==> src/rtl/vga_bounce_renderer.sv <==
// vga_bounce_renderer: bouncing-box pixel stage with 2-clk aligned rgb/hsync/vsync; `COLOR_CYCLE_EN adds a bounce-driven palette
module vga_bounce_renderer #(
  parameter int H_DISPLAY = 640,
  parameter int V_DISPLAY = 480,
  parameter int BOX_W = 32,
  parameter int BOX_H = 32,
  parameter int SPEED = 4,
  parameter int INIT_X = 100,
  parameter int INIT_Y = 50,
  parameter logic [11:0] BOX_COLOR = 12'hF80,
  parameter logic [11:0] BG_COLOR = 12'h003
) (
  input  logic        clk,
  input  logic        reset_n,
  input  logic [9:0]  x,
  input  logic [9:0]  y,
  input  logic        video_on,
  input  logic        hsync_in,
  input  logic        vsync_in,
  input  logic        frame_pulse,
  input  logic        pause,
  output logic [11:0] rgb,
  output logic        hsync,
  output logic        vsync,
  output logic [9:0]  box_x,
  output logic [9:0]  box_y,
  output logic [7:0]  bounce_count,
  output logic        corner_hit
);
  localparam logic [10:0] X_MAX = 11'(H_DISPLAY - BOX_W);
  localparam logic [10:0] Y_MAX = 11'(V_DISPLAY - BOX_H);
  localparam logic [10:0] STEP = 11'(SPEED);
  localparam logic [10:0] BW = 11'(BOX_W);
  localparam logic [10:0] BH = 11'(BOX_H);
  logic        dir_x, dir_y;
  logic [9:0]  disp_x, disp_y;
  logic [10:0] x_sum, y_sum;
  logic        hit_x, hit_y, step, bounce;
  logic [9:0]  nx_x, nx_y;
  logic        s1_in, s1_von, s1_hs, s1_vs;
  logic [11:0] box_colour;
  // next position and wall hits for each axis; dir 1 means moving toward larger coordinates
  always_comb begin
    step = frame_pulse && !pause;
    x_sum = {1'b0, box_x} + STEP;
    y_sum = {1'b0, box_y} + STEP;
    hit_x = dir_x ? x_sum >= X_MAX : {1'b0, box_x} <= STEP;
    hit_y = dir_y ? y_sum >= Y_MAX : {1'b0, box_y} <= STEP;
    nx_x = dir_x ? (hit_x ? X_MAX[9:0] : x_sum[9:0]) : (hit_x ? 10'd0 : box_x - STEP[9:0]);
    nx_y = dir_y ? (hit_y ? Y_MAX[9:0] : y_sum[9:0]) : (hit_y ? 10'd0 : box_y - STEP[9:0]);
    bounce = step && (hit_x || hit_y);
  end
  // motion state advances once per unpaused frame; a corner counts as a single bounce
  always_ff @(posedge clk or negedge reset_n) begin
    if (!reset_n) begin
      box_x <= 10'(INIT_X);
      box_y <= 10'(INIT_Y);
      dir_x <= 1'b1;
      dir_y <= 1'b1;
      bounce_count <= 8'd0;
      corner_hit <= 1'b0;
    end else begin
      corner_hit <= step && hit_x && hit_y;
      if (step) begin
        box_x <= nx_x;
        box_y <= nx_y;
        dir_x <= hit_x ? !dir_x : dir_x;
        dir_y <= hit_y ? !dir_y : dir_y;
      end
      if (bounce && bounce_count != 8'hFF) bounce_count <= bounce_count + 8'd1;
    end
  end
  // displayed position only changes at the vsync falling edge, inside vertical blanking
  always_ff @(posedge clk or negedge reset_n) begin
    if (!reset_n) begin
      disp_x <= 10'(INIT_X);
      disp_y <= 10'(INIT_Y);
    end else if (s1_vs && !vsync_in) begin
      disp_x <= box_x;
      disp_y <= box_y;
    end
  end
  // stage 1: box hit test and sync capture
  always_ff @(posedge clk or negedge reset_n) begin
    if (!reset_n) begin
      s1_in <= 1'b0;
      s1_von <= 1'b0;
      s1_hs <= 1'b1;
      s1_vs <= 1'b1;
    end else begin
      s1_in <= {1'b0, x} >= {1'b0, disp_x} && {1'b0, x} < {1'b0, disp_x} + BW &&
               {1'b0, y} >= {1'b0, disp_y} && {1'b0, y} < {1'b0, disp_y} + BH;
      s1_von <= video_on;
      s1_hs <= hsync_in;
      s1_vs <= vsync_in;
    end
  end
  // stage 2: colour select and aligned syncs
  always_ff @(posedge clk or negedge reset_n) begin
    if (!reset_n) begin
      rgb <= 12'h000;
      hsync <= 1'b1;
      vsync <= 1'b1;
    end else begin
      rgb <= !s1_von ? 12'h000 : s1_in ? box_colour : BG_COLOR;
      hsync <= s1_hs;
      vsync <= s1_vs;
    end
  end
`ifdef COLOR_CYCLE_EN
  logic [1:0] pal_idx;
  // palette index steps on every bounce frame, wrapping after four colours
  always_ff @(posedge clk or negedge reset_n) begin
    if (!reset_n) pal_idx <= 2'd0;
    else if (bounce) pal_idx <= pal_idx + 2'd1;
  end
  // palette lookup
  always_comb box_colour = pal_idx == 2'd0 ? BOX_COLOR : pal_idx == 2'd1 ? 12'h0F0 :
                           pal_idx == 2'd2 ? 12'h0FF : 12'hF0F;
`else
  assign box_colour = BOX_COLOR;
`endif
endmodule

==> config.mk <==
export PLATFORM = sky130hd
export DESIGN_NAME = vga_bounce_renderer
export DESIGN_NICKNAME = d
export VERILOG_FILES = /design/src/rtl/vga_bounce_renderer.sv
export SDC_FILE = /design/constraint.sdc
export NUM_CORES = 1
export LEC_CHECK = 0
export BUFFER_PORTS_ARGS = -buffer_cell sky130_fd_sc_hd__buf_2
export CAP_MARGIN = 25
export CORE_ASPECT_RATIO = 1.4
export CORE_MARGIN = 4
export CORE_UTILIZATION = 40
export CTS_BUF_LIST = sky130_fd_sc_hd__clkbuf_16
export CTS_CLUSTER_SIZE = 24
export DETAILED_ROUTE_END_ITERATION = 8
export HOLD_SLACK_MARGIN = 0.03
export PLACE_DENSITY_LB_ADDON = 0.15
export SYNTH_ARGS = -nofsm -noshare
export SYNTH_HDL_FRONTEND = slang
export SYNTH_SLANG_ARGS = --single-unit
==> constraint.sdc <==
create_clock -name clk -period 2.3 [get_ports clk]
set_input_delay 0.115 -clock clk [delete_from_list [all_inputs] [get_ports clk]]
set_output_delay 0.115 -clock clk [all_outputs]
set_load 0.02 [all_outputs]
=== After elaboration in Yosys (flattened, before gate mapping) ===
Cells that the tools add are included.

* Bits of input ports: 27
* Output and inout bits: 43
* Bits in read-only memories: 0
* RAM bits: 0
* Word-level logic and storage cells: 57
* Register bits: 69
* Bits in latches: 0
* Memories: 0

* Shift operators: 0
* Multipliers: 0
* Equal/unequal tests: 1
* Bitwise gates (word level): 0
* $lt $le $gt $ge: 8
* Add/sub/neg operators: 7
* Reduce and logical (&&, ||, !) cells: 16
* Multiplexer cells: 10
* Div/mod/pow operators: 0

{| class="wikitable"
|+ Operators with widths
! cell !! count
|-
| $mux 10 || 6
|-
| $mux 12 || 2
|-
| $add 10x3->11 const B || 2
|-
| $add 10x6->11 const B || 2
|-
| $lt 10x11->1 || 2
|-
| $ge 10x10->1 || 2
|-
| $le 10x3->1 const B || 2
|-
| $sub 10x3->10 const B || 2
|-
| $ge 11x10->1 const B || 1
|-
| $ge 11x9->1 const B || 1
|-
| $logic_and 1x1->1 || 9
|-
| $add 8x1->8 const B || 1
|-
| $ne 8x8->1 const B || 1
|-
| $logic_not 1->1 || 4
|-
| $reduce_and 2->1 || 2
|-
| $mux 1 || 2
|-
| $logic_or 1x1->1 || 1
|}

=== Longest topological paths before layout ===
* Depth after elaboration: 6
* Depth in mapped cells: 10
* Depth with buffers taken out: 9

=== Worst setup path after synthesis ===
No wires, ideal clock.

* Path kind: reg2reg
* Start: register box_x[2]
* End: register bounce_count[5]
* Stages on the path, launching flop included: 9
* Clock period less this slack: 2556 ps
* Slack: -256 ps
* Arrival: 2431 ps
* Path buffers: 1
* Data required time: 2175 ps
* Setup time: 125 ps
* Cells stage by stage: dfstp_2 inv_1 ha_1 or2_2 a31oi_1 o22ai_4 buf_6 o21ai_2 mux2_4

* Word-level cells in the longest chain between the ends: 6
* Elaborated cells on any way between the ends: 7
* Classes of those cells: add/sub (1); order compare (2); mux (1); reduce/logical (3)

{| class="wikitable"
|+ Ends and longest elaborated chain
! element !! line !! text
|-
| from (decl) || 25 || <nowiki>output logic [9:0] box_x,</nowiki>
|-
| from (signal assigned) || 56 || <nowiki>box_x <= 10'(INIT_X);</nowiki>
|-
| from (signal assigned) || 65 || <nowiki>box_x <= nx_x;</nowiki>
|-
| $add 10x3->11 || 45 || <nowiki>x_sum = {1'b0, box_x} + STEP;</nowiki>
|-
| $ge 11x10->1 || 47 || <nowiki>hit_x = dir_x ? x_sum >= X_MAX : {1'b0, box_x} <= STEP;</nowiki>
|-
| $mux 1 (*) || 47 ||
|-
| $logic_or 1x1->1 (*) || 51 || <nowiki>bounce = step && (hit_x || hit_y);</nowiki>
|-
| $logic_and 1x1->1 (*) || 51 ||
|-
| $logic_and 1x1->1 (*) || 70 || <nowiki>if (bounce && bounce_count != 8'hFF) bounce_count <= bounce_count + 8'd1;</nowiki>
|-
| to (signal assigned) || 70 ||
|-
| to (decl) || 27 || <nowiki>output logic [7:0] bounce_count,</nowiki>
|}

Mark *: on every way between the ends. The rest lies on a longest branch, timed or not.
A chain may end at the register's enable or synchronous reset.

=== Final worst setup path ===
* Start: register box_y[4]
* End: register bounce_count[1]

* Word-level cells in the longest chain between the ends: 6
* Elaborated cells on any way between the ends: 7
* Classes of those cells: add/sub (1); order compare (2); mux (1); reduce/logical (3)

{| class="wikitable"
|+ Ends and longest elaborated chain
! element !! line !! text
|-
| from (decl) || 26 || <nowiki>output logic [9:0] box_y,</nowiki>
|-
| from (signal assigned) || 57 || <nowiki>box_y <= 10'(INIT_Y);</nowiki>
|-
| from (signal assigned) || 66 || <nowiki>box_y <= nx_y;</nowiki>
|-
| $add 10x3->11 || 46 || <nowiki>y_sum = {1'b0, box_y} + STEP;</nowiki>
|-
| $ge 11x9->1 || 48 || <nowiki>hit_y = dir_y ? y_sum >= Y_MAX : {1'b0, box_y} <= STEP;</nowiki>
|-
| $mux 1 (*) || 48 ||
|-
| $logic_or 1x1->1 (*) || 51 ||
|-
| $logic_and 1x1->1 (*) || 51 ||
|-
| $logic_and 1x1->1 (*) || 70 ||
|}

Marks and branches as above.

==> summary.md <==
| Metric | Value |
|---|---|
| Final Cycle Share | `0.9749` |
| Final core occ | `0.5134` |
| RSZ-0062 raised after global routing | `yes` |
| TritonCTS clock tree | `done` |
| Starting DRT DRC Count | `137` |
| Area grow syn2layout | `25.74%` |
| Nets | `585` |
| YS warnings | `0` |
| Largest cells by area after synthesis | `dfrtp_1, dfstp_2, ha_1` |
| Synth top cells by count | `ha_1, dfrtp_1, nand2_1` |
| Chip width | `92.73 microns` |
| Die Y | `126.6 microns` |
| Leakage | `2.268 nW` |
| Setup WS pre-CTS | `1.610 ps` |
| Critical path endpoint category | `flop` |
| Finish-stage setup viols | `0` |
| Combinational share of power | `0.441` |
| Max IR drop VDD | `0.0004371 V` |
| Asr flop ratio synth | `1.000` |
| Setup slack after layout | `57.75 ps` |
| Routed WL per cell | `14.87 microns` |
| Mapped Cells | `431` |
| Startpoint Class | `flop` |
| GRT met3 Usage | `0.02135` |
| TritonCTS buffer count | `5` |
| Sequential share of power | `0.338` |
| H-tree Lvls | `2` |
| Fillers | `942` |
| Crit path kind | `flop to flop` |
| Min-delay worst type | `primary input to flop` |
| Worst path required time | `2490 ps` |
| I/O pin cnt | `70` |
| DIE AREA | `11740 sq um` |
| Compound-Gate Fraction of Synth Area | `0.1958` |
| Internal power | `2.688 mW` |
| Max-cap violations | `0` |
| Initial antenna violation count | `0` |
| Final Hold Fails | `0` |
| Netlist Area Pre-Place | `4020 sq um` |
| Dpl cells | `630` |
| Final Non-Filler Cells | `658` |
| Number of flops mapped to enable cells by yosys | `0` |
| PD cells | `866.4 nW/um^2` |
| Core ar. | `9846 sq um` |
| Sequential-to-total area share from yosys stat | `0.3355` |
| Max Clk Rate | `446.0 MHz` |
| Final Max Tran Viols | `0` |
| Most common cell in the netlist | `ha_1` |
| Maximum number of pins on one net before global-route repair | `28` |
| Root Driver | `clkbuf_16` |
| Total Routing Usage GR | `0.1633` |
| Busiest grt layer | `met2` |
| Routed via count | `3441` |
| Final Skew | `3.169 ps` |
| GPL Wtd Cong | `0.8333` |
| Mapped Avg Cell Area | `9.327 sq um` |
| Grt total ovfl | `0` |
| Clock transition at path regs | `70 ps` |
| Number of port buffers | `58` |
| Grt met2 use | `0.2996` |
| Post-synth top area share | `0.2179` |
| R2r setup slk | `60 ps` |
| First-pass GRT wire length | `15670 microns` |
| Arrival @ worst endpoint | `2430 ps` |
| CP Max Fanout | `10` |
| Largest family of logic cells by synthesized area | `compound AO/OA/AOI/OAI gates` |
| Clk Latency, worst-skew pair | `300 ps` |
| Ant diodes | `0` |
| Worst-Margin Slew | `904.4 ps` |
| Row count | `43` |
| Vias in the first global route | `3296` |
| Routed Antenna Nets | `0` |
| Final hold slack | `179.9 ps` |
| XOR/XNOR share of the synthesized area | `0.02832` |
| # DRC | `0` |
| Cell type with the largest total area after synthesis | `dfrtp_1` |
| First-pass DRT Iterations | `4` |
| Mux cell area share after synthesis | `0.05104` |
| TritonCTS Sinks | `53` |
| DP HPWL | `7277 microns` |
| Net Sw Frac | `0.3863` |
| Share of cells above drive strength 1 | `0.3767` |
| Clock network power share | `0.221` |
| Starting density of the core | `0.4083` |
| Synth Register Bits | `53` |
| Post-layout min period | `2242 ps` |
| Ys flop type | `dfrtp_1` |
| DRT Wirelength | `9786 microns` |
| Total net switching power | `1.692 mW` |
| Synth Area in Simple Gates | `0.1793` |
| Vias per inst | `5.229` |
| Met1 Use GR | `0.2007` |
| Relative slew slack | `0.3971` |
| Worst-case clock buffer depth | `2` |
| Synth cell types | `70` |
| Post-synthesis adder-cell area fraction | `0.1120` |
| Pwr Total | `4.379 mW` |
| Status | `completed` |
power groups by stage:
stage / logic (mW) / clock network, mW / registers [mW]
after detailed placement: 1.78 / 0 / 1.48
after CTS: 1.79 / 0.994 / 1.46
after global routing: 2.13 / 1.03 / 1.52
after global placement: 1.74 / 0 / 1.46
after floorplan: 1.18 / 0 / 1.51
final: 1.93 / 0.968 / 1.48
kinds of logic (layout without fill, tap and decap cells):
| kind of cell | after synthesis | after routing |
|---|---|---|
| and+or+nand+nor | 127 | 128 |
| other | 1 | 8 |
| AOI/OAI and AO/OA | 112 | 112 |
| DFF | 53 | 53 |
| buffers and inverters | 71 | 155 |
| adders and majority gates | 36 | 36 |
| muxes | 18 | 18 |
| xor gates and xnor gates | 13 | 13 |
through the flow:
stage          area, sq um  TNS [ps]
5_1_grt               5055    -115.7
6_report              5055         0
2_1_floorplan         4084         0
3_5_place_dp          4564         0
4_1_cts               4795         0
3_3_place_gp          4564         0
per-layer routing:
| metal | up-vias | wire length (microns) |
|---|---|---|
| met2 | 59 | 5026 |
| met1 | 1664 | 4336 |
| met4 | 0 | 115 |
| li1 | 1708 | - |
| met3 | 10 | 307 |
| met5 | - | 0 |
what timing repair did:
action | in CTS | in global routing
hold endpoints to repair | 17 | 0
hold buffers | 4 | 0
pin swaps | 1 | 22
cloned | 0 | 1
endpoints found under the setup margin | 3 | 10
buffers inserted | 0 | 15
resized for setup | 0 | 31
cell type report:
cell class,instances,area [sq um],share of cell area
Clock inverter,3,65.06,0.01287
Timing Repair Buffer,114,744.5,0.1473
Inverter,33,123.9,0.02450
Multi-Input combinational cell,315,2477,0.4901
Clock buffer,5,125.1,0.02475
Tap cell,135,168.9,0.03342
Sequential cell,53,1350,0.2671
registers in the layout, indices dropped and copies added (netlist names), 2 cells and up:
| name | count |
|---|---|
| disp_x | 8 |
| disp_y | 9 |
| rgb | 2 |
| box_y | 9 |
| bounce_count | 8 |
| box_x | 8 |
path summary, 6_finish.rpt:
kind                                from              end  cells after the start
min in group asynchronous        reset_n  bounce_count[6]                      2
worst min-delay path                x[7]            s1_in                      3
worst max register to register  box_y[4]  bounce_count[1]                      6
max in group asynchronous        reset_n        disp_x[6]                      3
worst max-delay path            box_y[4]  bounce_count[1]                      6
worst min register to register     s1_hs            hsync                      0
worst max-delay path, cell delays in order (launching register included):
cell and delay [ps]:
dfstp_2 660, nand4_4 150, o221a_1 270, o211ai_2 270, nand2_2 170, a32oi_2 300, mux2_4 320
layout by cell type (no fill, tap or decap), drive strengths merged, types with 3 or more instances in the layout:
master       instances
nand2               36
o211ai               5
clkbuf               5
nor2b                4
a21oi               20
or3                  4
nor4                 4
ha                  36
a311oi               3
nor2                16
buf                110
nand4                5
nor3                15
inv                 33
xnor2               13
nand3               19
mux2i                4
o21a                 9
a211oi               5
dfstp               18
a31oi                8
dlygate4sd3          4
and2                 3
conb                 8
nand2b               5
mux2                14
dfrtp               35
o22ai                7
o21ai               31
a21o                 7
and3                 7
Note: power is estimated with default switching activity, not from simulation.
